### config.mk
export PLATFORM = sky130hd
export DESIGN_NAME = highscore_table_ctrl
export DESIGN_NICKNAME = d
export VERILOG_FILES = /design/src/rtl/highscore_table_ctrl.sv
export SDC_FILE = /design/constraint.sdc
export NUM_CORES = 1
export LEC_CHECK = 0
export CAP_MARGIN = 20
export CORE_MARGIN = 2
export CORE_UTILIZATION = 25
export CTS_CLUSTER_DIAMETER = 80
export DETAILED_ROUTE_END_ITERATION = 8
export PLACE_DENSITY = 0.46
export SKIP_CTS_REPAIR_TIMING = 1
export SYNTH_ARGS = -nofsm -noshare
export SYNTH_HDL_FRONTEND = slang
export SYNTH_SLANG_ARGS = --single-unit
### constraint.sdc
create_clock -name clk -period 4.84 [get_ports clk]
set_input_delay 0.726 -clock clk [delete_from_list [all_inputs] [get_ports clk]]
set_output_delay 0.726 -clock clk [all_outputs]
set_load 0.05 [all_outputs]
### src/rtl/highscore_table_ctrl.sv
// Five-entry sorted high-score table with a sequential compare/shift/write insertion engine.
// Latency: done high 7 edges after start for a placed score, 5 edges for an unplaced one.
// Backpressure: busy stays high until done; start while busy is dropped, clear aborts any state.
module highscore_table_ctrl #(
    parameter int SCORE_W = 8
) (
    input  logic               clk,
    input  logic               resetn,
    input  logic               start,
    input  logic [SCORE_W-1:0] score,
    input  logic               clear,
    output logic               busy,
    output logic               done,
    output logic [2:0]         rank,
    output logic [SCORE_W-1:0] hi1,
    output logic [SCORE_W-1:0] hi2,
    output logic [SCORE_W-1:0] hi3,
    output logic [SCORE_W-1:0] hi4,
    output logic [SCORE_W-1:0] hi5
);

    typedef enum logic [2:0] {
        S_IDLE,
        S_COMPARE,
        S_SHIFT,
        S_WRITE,
        S_DONE
    } state_t;

    // Per-insertion working context.
    typedef struct packed {
        logic [SCORE_W-1:0] cand;
        logic [2:0]         idx;
        logic [2:0]         ptr;
        logic [2:0]         r;
        logic               r_none;
    } ctx_t;

    state_t             state, state_nxt;
    ctx_t               ctx, ctx_nxt;
    logic [2:0]         rank_q, rank_nxt;
    logic [SCORE_W-1:0] hs     [5];
    logic [SCORE_W-1:0] hs_nxt [5];

    always_ff @(posedge clk or negedge resetn) begin
        if (!resetn) begin
            state <= S_IDLE;
        end else begin
            state <= state_nxt;
        end
    end

    always_ff @(posedge clk or negedge resetn) begin
        if (!resetn) begin
            ctx    <= '0;
            rank_q <= 3'd0;
            for (int i = 0; i < 5; i++) begin
                hs[i] <= '0;
            end
        end else begin
            ctx    <= ctx_nxt;
            rank_q <= rank_nxt;
            for (int i = 0; i < 5; i++) begin
                hs[i] <= hs_nxt[i];
            end
        end
    end

    always_comb begin
        state_nxt = state;
        ctx_nxt   = ctx;
        rank_nxt  = rank_q;
        for (int i = 0; i < 5; i++) begin
            hs_nxt[i] = hs[i];
        end

        case (state)
            S_IDLE: begin
                if (start) begin
                    ctx_nxt.cand = score;
                    ctx_nxt.idx  = 3'd0;
                    state_nxt    = S_COMPARE;
                end
            end
            S_COMPARE: begin
                // Strict compare: a tie falls through, so the newcomer lands below the incumbent.
                if (ctx.cand > hs[ctx.idx]) begin
                    ctx_nxt.r      = ctx.idx;
                    ctx_nxt.r_none = 1'b0;
                    ctx_nxt.ptr    = 3'd4;
                    state_nxt      = S_SHIFT;
                end else if (ctx.idx == 3'd4) begin
                    ctx_nxt.r_none = 1'b1;
                    rank_nxt       = 3'd0;
                    state_nxt      = S_DONE;
                end else begin
                    ctx_nxt.idx = ctx.idx + 3'd1;
                end
            end
            S_SHIFT: begin
                // Walks from the bottom up so hs[4] is overwritten first and simply drops out.
                if (ctx.ptr == ctx.r) begin
                    state_nxt = S_WRITE;
                end else begin
                    hs_nxt[ctx.ptr] = hs[ctx.ptr - 3'd1];
                    ctx_nxt.ptr     = ctx.ptr - 3'd1;
                end
            end
            S_WRITE: begin
                hs_nxt[ctx.r] = ctx.cand;
                rank_nxt      = ctx.r + 3'd1;
                state_nxt     = S_DONE;
            end
            S_DONE: begin
                state_nxt = S_IDLE;
            end
            default: begin
                state_nxt = S_IDLE;
            end
        endcase

        if (clear) begin
            state_nxt = S_IDLE;
            rank_nxt  = 3'd0;
            for (int i = 0; i < 5; i++) begin
                hs_nxt[i] = '0;
            end
        end
    end

    assign busy = (state != S_IDLE);
    assign done = (state == S_DONE);
    assign rank = rank_q;
    assign hi1  = hs[0];
    assign hi2  = hs[1];
    assign hi3  = hs[2];
    assign hi4  = hs[3];
    assign hi5  = hs[4];

endmodule

# Word-level counts from Yosys, hierarchy flattened

Cells that the tools add are included.

Add/sub/neg operators: 3
Magnitude comparators: 7
Equal/unequal tests: 17
Mux-type cells: 32
Bitwise logic cells: 4
Reductions and logical operators: 15

Operators with widths:

| kind                | number |
|---|---|
| $bwmux 40           | 2 |
| $mux 40             | 2 |
| $pmux 40 s2         | 1 |
| $bmux 8 s3          | 2 |
| $demux 8 s3         | 2 |
| $mux 8              | 6 |
| $mux 3              | 12 |
| $pmux 3 s2          | 3 |
| $ge 4x4->1 const B  | 4 |
| $not 3->4           | 4 |
| $ne 3x3->1 const B  | 5 |
| $pmux 3 s4          | 1 |
| $ne 2x2->1 const B  | 5 |
| $reduce_and 3->1    | 3 |
| $reduce_bool 3->1   | 3 |
| $gt 8x8->1          | 1 |
| $lt 4x1->1 const B  | 2 |
| $add 3x1->3 const B | 2 |
| $eq 3x2->1 const B  | 2 |
| $eq 3x3->1 const B  | 2 |
| $mux 6              | 1 |
| $reduce_and 2->1    | 3 |
| $ne 4x4->1 const B  | 1 |
| $reduce_and 4->1    | 1 |
| other kinds (6)     | 8 |

Flip-flop bits (word level): 63
Output and inout port bits: 45

# Logic depth before layout (Yosys ltp)

Gate-level depths: netlist of the first run.

Depth in word-level cells: 9
Gate-level depth with buffers: 10

# Worst setup path before layout of the first run

Ideal clock, no wire load.

Kind: register to register
Start: register ctx[7] (netlist name)
End: register ctx[1] (netlist name)
Arrival: 2.873 ns
Slack: 1.842 ns
Stages on the path, launching flop included: 10
Buffers on the path: 1
Path through: dfrtp_1 > clkbuf_1 > nor3_1 > a22oi_1 > ha_1 > nor2b_1 > o211ai_1 > a21oi_1 > o21ai_1 > mux2_2

Longest elaborated chain between the ends: 6

RTL lines:

| what                                       | line | RTL |
|---|---|---|
| start, declared                            | 40   | `ctx_t ctx, ctx_nxt;` |
| start signal, assigned                     | 61   | `ctx <= ctx_nxt;` |
| $not 3->4 (implied by the code)            | 87   | `if (ctx.cand > hs[ctx.idx]) begin` |
| $bmux 8 s3                                 | 87   |  |
| $mux 8 (implied by the code) (2 in series) | 87   |  |
| $gt 8x8->1                                 | 87   |  |
| $reduce_and 2->1 (no source line)          | -    |  |

Parallel ways exist; a longest one is shown, timed or not. The select of a mux whose other input is x is not followed.
A chain may end at the register's enable or synchronous reset.

# Worst setup path after layout of the first run

Start: register ctx[4] (netlist name)
End: register hs (netlist bit hi1[5])

Longest elaborated chain between the ends: 9
Elaborated cells on any way between the ends: 18
Those cells by class: add/sub (1); order compare (2); eq/ne (2); mux (9); bitwise (2); reduce/logical (2)

RTL lines:

| what                                                               | line | RTL |
|---|---|---|
| $sub 3x1->3 / $not 3->4 (equally long branches)                    | 105  | `hs_nxt[ctx.ptr] = hs[ctx.ptr - 3'd1];` |
| $not 3->4 (implied by the code), or another cell as far along      | 105  |  |
| $bmux 8 s3 / $logic_and 1x1->1 (equally long branches)             | 105  |  |
| $mux 8 (implied by the code)                                       | 105  |  |
| $mux 8 (implied by the code) / $demux 8 s3 (equally long branches) | 105  |  |
| $bwmux 40                                                          | 105  |  |
| $mux 40                                                            | 102  | `if (ctx.ptr == ctx.r) begin` |
| $pmux 40 s2                                                        | 77   | `case (state)` |
| $mux 40                                                            | 122  | `if (clear) begin` |
| end signal, assigned by index                                      | 64   | `hs[i] <= hs_nxt[i];` |
| end, declared                                                      | 42   | `logic [SCORE_W-1:0] hs [5];` |

Parallel ways exist; a longest one is shown, timed or not. The select of a mux whose other input is x is not followed.

==> reports/results.txt, run 1 <==
First DRT Iteration DRCs - 256
I/O pins - 57
Die footprint - 18,070 µm²
Max VDD drop - 0.0002150 V
R2R Setup Slk - 1.18 ns
Slew HR - 0.3339
Leakage - 2.150 nW
Post-Route WL - 14,210 µm
Sink Count - 63
Final cell count without fillers - 688
EDFF count, synth - 0
IO buf count - 56
Area occupied by multi-input gates - 2494 µm²
Global-route wire length before repair - 21,780 µm
GRT Resource Usage Total - 0.1624
Crit path launch - ctx[4]
Slew Limit Fails - 0
Post-synth net total - 444
Vias in the first global route - 3,681
Die width - 134.4 µm
Seq cells post-synth - 63
FP Rows - 47
Worst reg2reg path startpoint - ctx[4]
CORE AREA - 16,580 µm²
Max Clock Skew - 0.009871 ns
Commonest non-fill, non-tap cells in the layout - dfrtp_1 (63), clkdlybuf4s50_1 (55), nand2_1 (44), o21ai_0 (31), mux2_2 (23)
Hold WS - 0.4454 ns
Post-Syn Area - 4253 µm²
Antenna cell count - 0
CTS Root Cell - clkbuf_16
Post-Syn Area per Cell - 10.13 µm²
Max Clk Rate - 272.9 MHz
HP Class - input pin to async pin
Critical Path RT - 5.07 ns
Setup crit end kind - register
Syn Inst Count - 420
Final Hold Viols - 0
Post-DP HPWL - 10,160 µm
Inst Count DP - 673
Initial Util - 0.2565
Gpl congestion - 0.9071
Fillers - 1,700
DRC viols - 0
Syn. warnings - 0
Max cap viols - 0
Period utilization - 0.7570
Post-route setup TNS - 0 ns
R2R cell count - 7
Final Setup Violations - 0
RSZ-0062 raised after global routing - false
Max FO, Critical Path - 23
CTS tree - built
GR Overflow Total - 0
Most used DFF post-synth - dfrtp_1
WP data arrival - 3.89 ns
Area delta synth->final - 23.51%
Reg clk slew, reported paths - 0.05 ns
Tightest Pin Transition - 0.9990 ns
CP Capture Point - hi1[5]
Pwr dens - 521.1 nW/µm²
Chip Height - 134.4 µm
Status - complete, no violations
Most common cell after layout, fill and taps aside - dfrtp_1
TritonRoute pass-1 iters - 5
Ys async rst share - 1.000
Crit path time final - 3.664 ns
Share of layout cells above drive strength 1 - 0.1667
Tot Pwr - 0.002737 W
Worst-Skew Late Latency - 0.35 ns
Drt wl/cell - 20.65 µm
Initial antenna violation count - 0
H-tree levels - 3
Clock buffer depth - 2
Reg-to-Reg End - hi1[5]
FF+latch area - 1577 µm²
Vias per std cell - 5.344
Nets@finish - 488
Largest net degree at the start of global routing - 34
CTS Buf Count - 9
Critical path type - register to register
Post-synthesis sequential area ratio - 0.3707
Total number of vias - 3,677
Startpoint types - register
Number of routed nets with antenna violations - 0
Yosys cell types - 58
==> critical path, cell delays in order, from the launching register on <==
cell      delay (ns)
dfrtp_1         0.93
inv_1           0.24
ha_1            0.38
xor2_4          0.51
mux2_2          0.40
a211oi_1        0.59
o21ai_0         0.20
mux2_4          0.29
==> cells by family (layout without fill, tap and decap cells) <==
kind of cell,after synthesis,in the layout,synth area share
AO/OA/AOI/OAI,117,117,0.1983
XOR/XNOR,6,6,0.01854
adder cells (fa/ha/maj),12,12,0.03530
buffers and inverters,38,86,0.04295
flip-flops,63,63,0.3707
multiplexers,60,60,0.1903
AND/OR/NAND/NOR,124,124,0.1439
==> metrics by stage <==
| step | utilization | setup WS [ns] | area, µm² |
|---|---|---|---|
| global route | 0.3167 | 0.9987 | 5253 |
| floorplan | - | 1.842 | 4253 |
| global placement | 0.2996 | 1.376 | 4969 |
| detailed placement | 0.2996 | 1.243 | 4969 |
| finish | 0.3167 | 1.176 | 5253 |
| CTS | 0.3167 | 1.228 | 5253 |
==> cell usage after synthesis (3+ instances only) <==
cell / instances / area [µm²]
a211oi_1: 7 / 52.55
a21oi_1: 12 / 60.06
a22oi_1: 7 / 52.55
a311oi_1: 3 / 26.28
a31oi_1: 5 / 31.28
and3_1: 13 / 81.33
buf_1: 4 / 15.01
buf_2: 4 / 20.02
buf_4: 3 / 22.52
buf_6: 3 / 33.78
clkbuf_1: 11 / 41.29
dfrtp_1: 63 / 1577
ha_1: 12 / 150.1
inv_1: 12 / 45.04
mux2_2: 23 / 259.0
mux2_4: 16 / 240.2
mux2i_1: 13 / 130.1
mux4_2: 8 / 180.2
nand2_1: 44 / 165.2
nand2b_1: 5 / 31.28
nand4_1: 4 / 25.02
nor2_1: 22 / 82.58
nor2b_1: 4 / 25.02
nor3_1: 14 / 70.07
o211a_1: 3 / 30.03
o211ai_1: 13 / 97.59
o21a_1: 13 / 97.59
o21ai_0: 31 / 155.2
or3_1: 3 / 18.77
==> layout make-up <==
type | count | share of cell area
inverter | 12 | 0.008576
clock inverter | 3 | 0.003335
tap | 220 | 0.05241
sequential | 63 | 0.3001
timing repair buffer | 59 | 0.1101
multi-input combinational | 319 | 0.4747
clock buffer | 12 | 0.05074
==> flip-flops by register name, indices dropped and copies added (netlist names) <==
signal / flops
ctx: 17
hi1: 8
hi2: 8
hi3: 8
hi4: 8
hi5: 8
rank: 3
state: 3
==> how the worst min path moves through the flow <==
stage	start	end	slack (ns)
floorplan	resetn	ctx[10]	0.43
global placement	ctx[9]	ctx[3]	0.56
detailed placement	hi2[5]	hi2[5]	0.56
CTS	resetn	rank[0]	0.49
global route	resetn	rank[0]	0.52
finish	resetn	rank[0]	0.45
==> per-layer routing <==
layer  track usage  part of all wire
met1        0.2163              0.46
met2        0.2526              0.46
met3       0.04006             0.065
met4       0.06550             0.021
met5             0                 0
==> power breakdown <==
part | internal (W) | switching, W | leakage (nW) | total [W]
clock network | 0.000383 | 0.000240 | 0.140 | 0.000623
logic | 0.000486 | 0.000741 | 1.18 | 0.00123
registers | 0.000627 | 0.000260 | 0.828 | 0.000888
total | 0.00150 | 0.00124 | 2.15 | 0.00274
Power figures use the tool's default switching activity.
==> run 2, diff against run 1 <==
==> constraint.sdc (replaced) <==
create_clock -name clk -period 3.5 [get_ports clk]
set_input_delay 0.525 -clock clk [delete_from_list [all_inputs] [get_ports clk]]
set_output_delay 0.525 -clock clk [all_outputs]
set_load 0.05 [all_outputs]
==> run 2 against run 1 <==
Compared with the run above:
- sequential power is 31% higher
- first-iteration DRC count is 18% higher
- clock power is 56% higher
- hold slack worse by 0.20 ns
- count of clock-buffer cells in the layout is 1 lower
- critical endpoint is now hi1[4]
- largest cell class unchanged
==> reports/results.txt, run 2 (synthesis gave the netlist of run 1 again) <==
Post-route setup TNS - 0 ns
Crit path launch - ctx[5]
Switching share of power - 0.4426
RSZ-0062 raised after global routing - false
Chip Height - 134.4 µm
Nets@finish - 501
Post-DP HPWL - 10,390 µm
Status - complete, no violations
Clk pwr share - 0.243
Global-route wire length before repair - 22,430 µm
I/O pins - 57
Slew Limit Fails - 0
Reg-to-Reg End - hi1[4]
Period utilization - 0.8909
Final cell count without fillers - 701
Commonest non-fill, non-tap cells in the layout - dfrtp_1 (63), clkdlybuf4s50_1 (55), nand2_1 (44), o21ai_0 (31), mux2_2 (23)
Critical path type - register to register
R2R cell count - 7
Number of routed nets with antenna violations - 0
CTS tree - built
Most common cell after layout, fill and taps aside - dfrtp_1
Worst-Skew Late Latency - 0.34 ns
Total number of vias - 3,692
Critical Path RT - 3.72 ns
Leakage - 2.227 nW
Share of layout cells above drive strength 1 - 0.1871
Crit-path cells - inv_1 -> ha_1 -> xor2_4 -> mux2_2 -> a211oi_1 -> o21ai_0 -> mux2_4
Max Clock Skew - 0.005338 ns
Reg clk slew, reported paths - 0.06 ns
Slew HR - 0.3284
Max VDD drop - 0.0003303 V
Sink Count - 63
Worst path depth - 7
Design Area, Final - 5379 µm²
Reg with most FFs - ctx
Core Util, Final - 0.3244
CTS Root Cell - clkbuf_16
Die width - 134.4 µm
Psw - 0.001772 W
Vias per std cell - 5.267
Antenna cell count - 0
First DRT Iteration DRCs - 301
DRC viols - 0
Pint - 0.002231 W
Max reg flops - 17
CORE AREA - 16,580 µm²
Inst Count DP - 686
TritonRoute pass-1 iters - 5
Post-DP Area - 5066 µm²
Largest net degree at the start of global routing - 35
GR Overflow Total - 0
Crit-path leading delay family - compound AO/OA/AOI/OAI gates
R2R Setup Slk - 0.38 ns
Initial Util - 0.2565
Setup crit end kind - register
Max incr delay on CP - 0.55 ns
Max Clk Rate - 320.7 MHz
HP Class - input pin to async pin
Final Setup Violations - 0
CP Buf/Inv Count - 1
Hold WS - 0.2458 ns
WP data arrival - 3.34 ns
Pwr dens - 744.0 nW/µm²
CTS Buf Count - 9
Post-Route WL - 14,530 µm
Crit path time final - 3.118 ns
Worst reg2reg path startpoint - ctx[5]
H-tree levels - 3
Slowest CP cell - xor2_4
Clock buffer depth - 2
IO buf count - 56
FP Rows - 47
Initial antenna violation count - 0
Startpoint types - register
CP Capture Point - hi1[4]
Vias in the first global route - 3,633
Final Hold Viols - 0
Area delta synth->final - 26.48%
Gpl congestion - 0.8605
Die footprint - 18,070 µm²
Max FO, Critical Path - 18
Seq pwr share - 0.291
Tightest Pin Transition - 1.000 ns
GRT Resource Usage Total - 0.1675
Max cap viols - 0
Drt wl/cell - 20.72 µm
Portion of total power attributed to combinational logic - 0.466
## run 2: cell count changes in the layout (fill, tap and decap cells not counted)
cell	delta
buf_4	+13
clkbuf_8	-2
bufinv_16	+2
clkinvlp_4	-1
clkbuf_1	+1
## run 2: power groups by stage
stage / sequential (W) / clock, W / combinational, W
after floorplan: 0.00121 / 0 / 0.00117
final: 0.00116 / 0.000973 / 0.00187
after global placement: 0.00118 / 0 / 0.00184
after global routing: 0.00119 / 0.00102 / 0.00202
after detailed placement: 0.00118 / 0 / 0.00185
after CTS: 0.00116 / 0.000989 / 0.00186
## run 2: per-stage QoR
stage | power (W) | worst slack [ns]
2_1_floorplan | 0.002388 | 0.5021
3_3_place_gp | 0.003017 | 0.4356
3_5_place_dp | 0.003023 | 0.3860
4_1_cts | 0.004007 | 0.3714
5_1_grt | 0.004233 | 0.01492
6_report | 0.004002 | 0.3819
## run 2: worst register-to-register path, cell delays in order, from the launching register on
cell	delay, ns
dfrtp_1	0.47
inv_1	0.14
ha_1	0.34
xor2_4	0.56
mux2_2	0.41
a211oi_1	0.53
o21ai_0	0.26
mux2_4	0.30
## run 2: cell type report
type                            instances  area, µm²
Multi-Input combinational cell        319       2494
Tap cell                              220      275.3
Sequential cell                        63       1577
Inverter                               12      45.04
Clock buffer                           11      242.7
Fill cell                            1734      11200
Clock inverter                          4      70.07
Timing Repair Buffer                   72      675.6
## run 2: worst min-delay path by stage
stage                     depth (start not counted)  endpoint  slack, ns
after floorplan                                   0   ctx[10]       0.23
after CTS                                         1   rank[0]       0.29
after global placement                            1    hi2[6]       0.55
after detailed placement                          1    hi2[6]       0.55
final                                             1   rank[0]       0.25
after global routing                              1   rank[0]       0.31
## run 2: routing by layer
metal	up-vias	global-route usage	routed length, µm
met5	-	0	0
met4	0	0.06959	293
met3	30	0.03099	881
met2	150	0.2474	6475
met1	1827	0.2396	6875
li1	1685	-	-
==> run 3, diff against run 2 <==
--- a/config.mk
+++ b/config.mk
@@ -7,11 +7,12 @@
 export LEC_CHECK = 0
 export CAP_MARGIN = 20
 export CORE_MARGIN = 2
-export CORE_UTILIZATION = 25
+export CORE_UTILIZATION = 40
 export CTS_CLUSTER_DIAMETER = 80
 export DETAILED_ROUTE_END_ITERATION = 8
-export PLACE_DENSITY = 0.46
+export PLACE_DENSITY = 0.64
 export SKIP_CTS_REPAIR_TIMING = 1
+export SLEW_MARGIN = 20
 export SYNTH_ARGS = -nofsm -noshare
 export SYNTH_HDL_FRONTEND = slang
 export SYNTH_SLANG_ARGS = --single-unit
==> run 3 against run 2 <==
Compared with the run above:
- critical path depth is 1 higher
- flip-flop and latch count stayed put
- clock power down 43%
- wire length down 12%
- design area shrank 6.0%
==> reports/results.txt, run 3 (synthesis gave the netlist of run 1 again) <==
Largest net degree at the start of global routing - 25
R2R Setup Slk - 0.31 ns
Gpl congestion - 0.8827
Nets@finish - 493
Setup crit end kind - register
Max reg flops - 17
Chip Height - 107.1 µm
HP Class - input pin to async pin
Post-DP HPWL - 8886 µm
Critical Path RT - 3.71 ns
Initial antenna violation count - 0
R2R cell count - 8
Post-Route WL - 12,750 µm
Antenna cell count - 0
Pwr dens - 689.0 nW/µm²
Die width - 107.1 µm
Number of routed nets with antenna violations - 0
Vias in the first global route - 3,575
Sink Count - 63
Max VDD drop - 0.0003065 V
I/O pins - 57
CTS Root Cell - clkbuf_8
H-tree levels - 3
GR Overflow Total - 0
Leakage - 2.114 nW
FP Rows - 37
Reg clk slew, reported paths - 0.07 ns
Vias per std cell - 6.061
Share of layout cells above drive strength 1 - 0.1670
CTS tree - built
CORE AREA - 10,320 µm²
Initial Util - 0.4120
Die footprint - 11,470 µm²
TritonRoute pass-1 iters - 5
Critical path type - register to register
Reg-to-Reg End - ctx[4]
Global-route wire length before repair - 20,380 µm
Worst reg2reg path startpoint - ctx[7]
First DRT Iteration DRCs - 327
Most common cell after layout, fill and taps aside - dfrtp_1
Crit path time final - 3.193 ns
Drt wl/cell - 20.94 µm
Slew HR - 0.3756
Fillers - 976
Worst-Skew Late Latency - 0.35 ns
Commonest non-fill, non-tap cells in the layout - dfrtp_1 (63), clkdlybuf4s50_1 (55), nand2_1 (44), o21ai_0 (31), mux2_2 (23)
Status - complete, no violations
Period utilization - 0.9123
Startpoint types - register
GRT Resource Usage Total - 0.2349
Place WS - 0.3437 ns
Slack of the critical path - 0.3068 ns
Max Clock Skew - 0.01066 ns
Max Clk Rate - 313.2 MHz
Max cap viols - 0
Max FO, Critical Path - 14
Area delta synth->final - 18.95%
Reg with most FFs - ctx
Post-route setup TNS - 0 ns
WP data arrival - 3.40 ns
Slew Limit Fails - 0
Total number of vias - 3,691
IO buf count - 56
DRC viols - 0
Final Hold Viols - 0
Final Setup Violations - 0
CTS Buf Count - 9
Clock buffer depth - 2
Tightest Pin Transition - 0.9298 ns
RSZ-0062 raised after global routing - false
-- run 3: changes by cell type in the layout (fill, tap and decap cells not counted), sizes merged --
cell	delta
clkinv	-1
bufinv	-2
buf	-8
clkbuf	+3
-- run 3: through the flow --
step           hold WS [ns]  instance area, µm²  total power [W]    util  std cells
2_1_floorplan        0.2294                4253         0.002388       -        420
3_3_place_gp         0.5303                4901         0.002889  0.4747        594
3_5_place_dp         0.5317                4901         0.002910  0.4747        594
4_1_cts              0.1626                5059         0.003468  0.4900        609
5_1_grt              0.1836                5059         0.003699  0.4900        609
6_report             0.1439                5059         0.003485  0.4900        609
-- run 3: how the worst max path moves through the flow --
stage                      start  endpoint  slack, ns  cells past startpoint
after floorplan           ctx[7]    ctx[1]       0.50                      9
after global placement    ctx[7]    ctx[3]       0.46                      8
after detailed placement  ctx[7]    ctx[4]       0.34                      8
after CTS                 ctx[7]    ctx[4]       0.34                      8
after global routing      ctx[7]    ctx[4]       0.08                      8
final                     ctx[7]    ctx[4]       0.31                      8
-- run 3: routing by layer --
metal  wire (µm)  track usage  vias up
met2        5765       0.3508      160
met3         925      0.06383       32
met5           0            0        -
li1            -            -     1667
met1        5692       0.3198     1832
met4         369      0.09926        0
-- run 3: power breakdown --
part,switching [W],total [W],internal [W]
Sequential,0.000321,0.00119,0.000867
Combinational,0.00106,0.00174,0.000683
Clock,0.000283,0.000556,0.000273
-- run 3: critical path: stages (launching register included) --
cell and delay (ns):
dfrtp_1 0.82, mux4_2 0.61, a22oi_1 0.27, ha_1 0.31
nand4_1 0.13, nor2_1 0.07, nor2_1 0.18, a21boi_0 0.48
o21ai_0 0.18
-- run 3: layout make-up --
type | count | area [µm²] | share of cell area
Sequential cell | 63 | 1577 | 0.3116
Clock buffer | 14 | 152.6 | 0.03018
Clock inverter | 1 | 5.005 | 0.0009894
Inverter | 12 | 45.04 | 0.008904
Multi-Input combinational cell | 319 | 2494 | 0.4930
Timing Repair Buffer | 64 | 615.6 | 0.1217
Tap cell | 136 | 170.2 | 0.03364
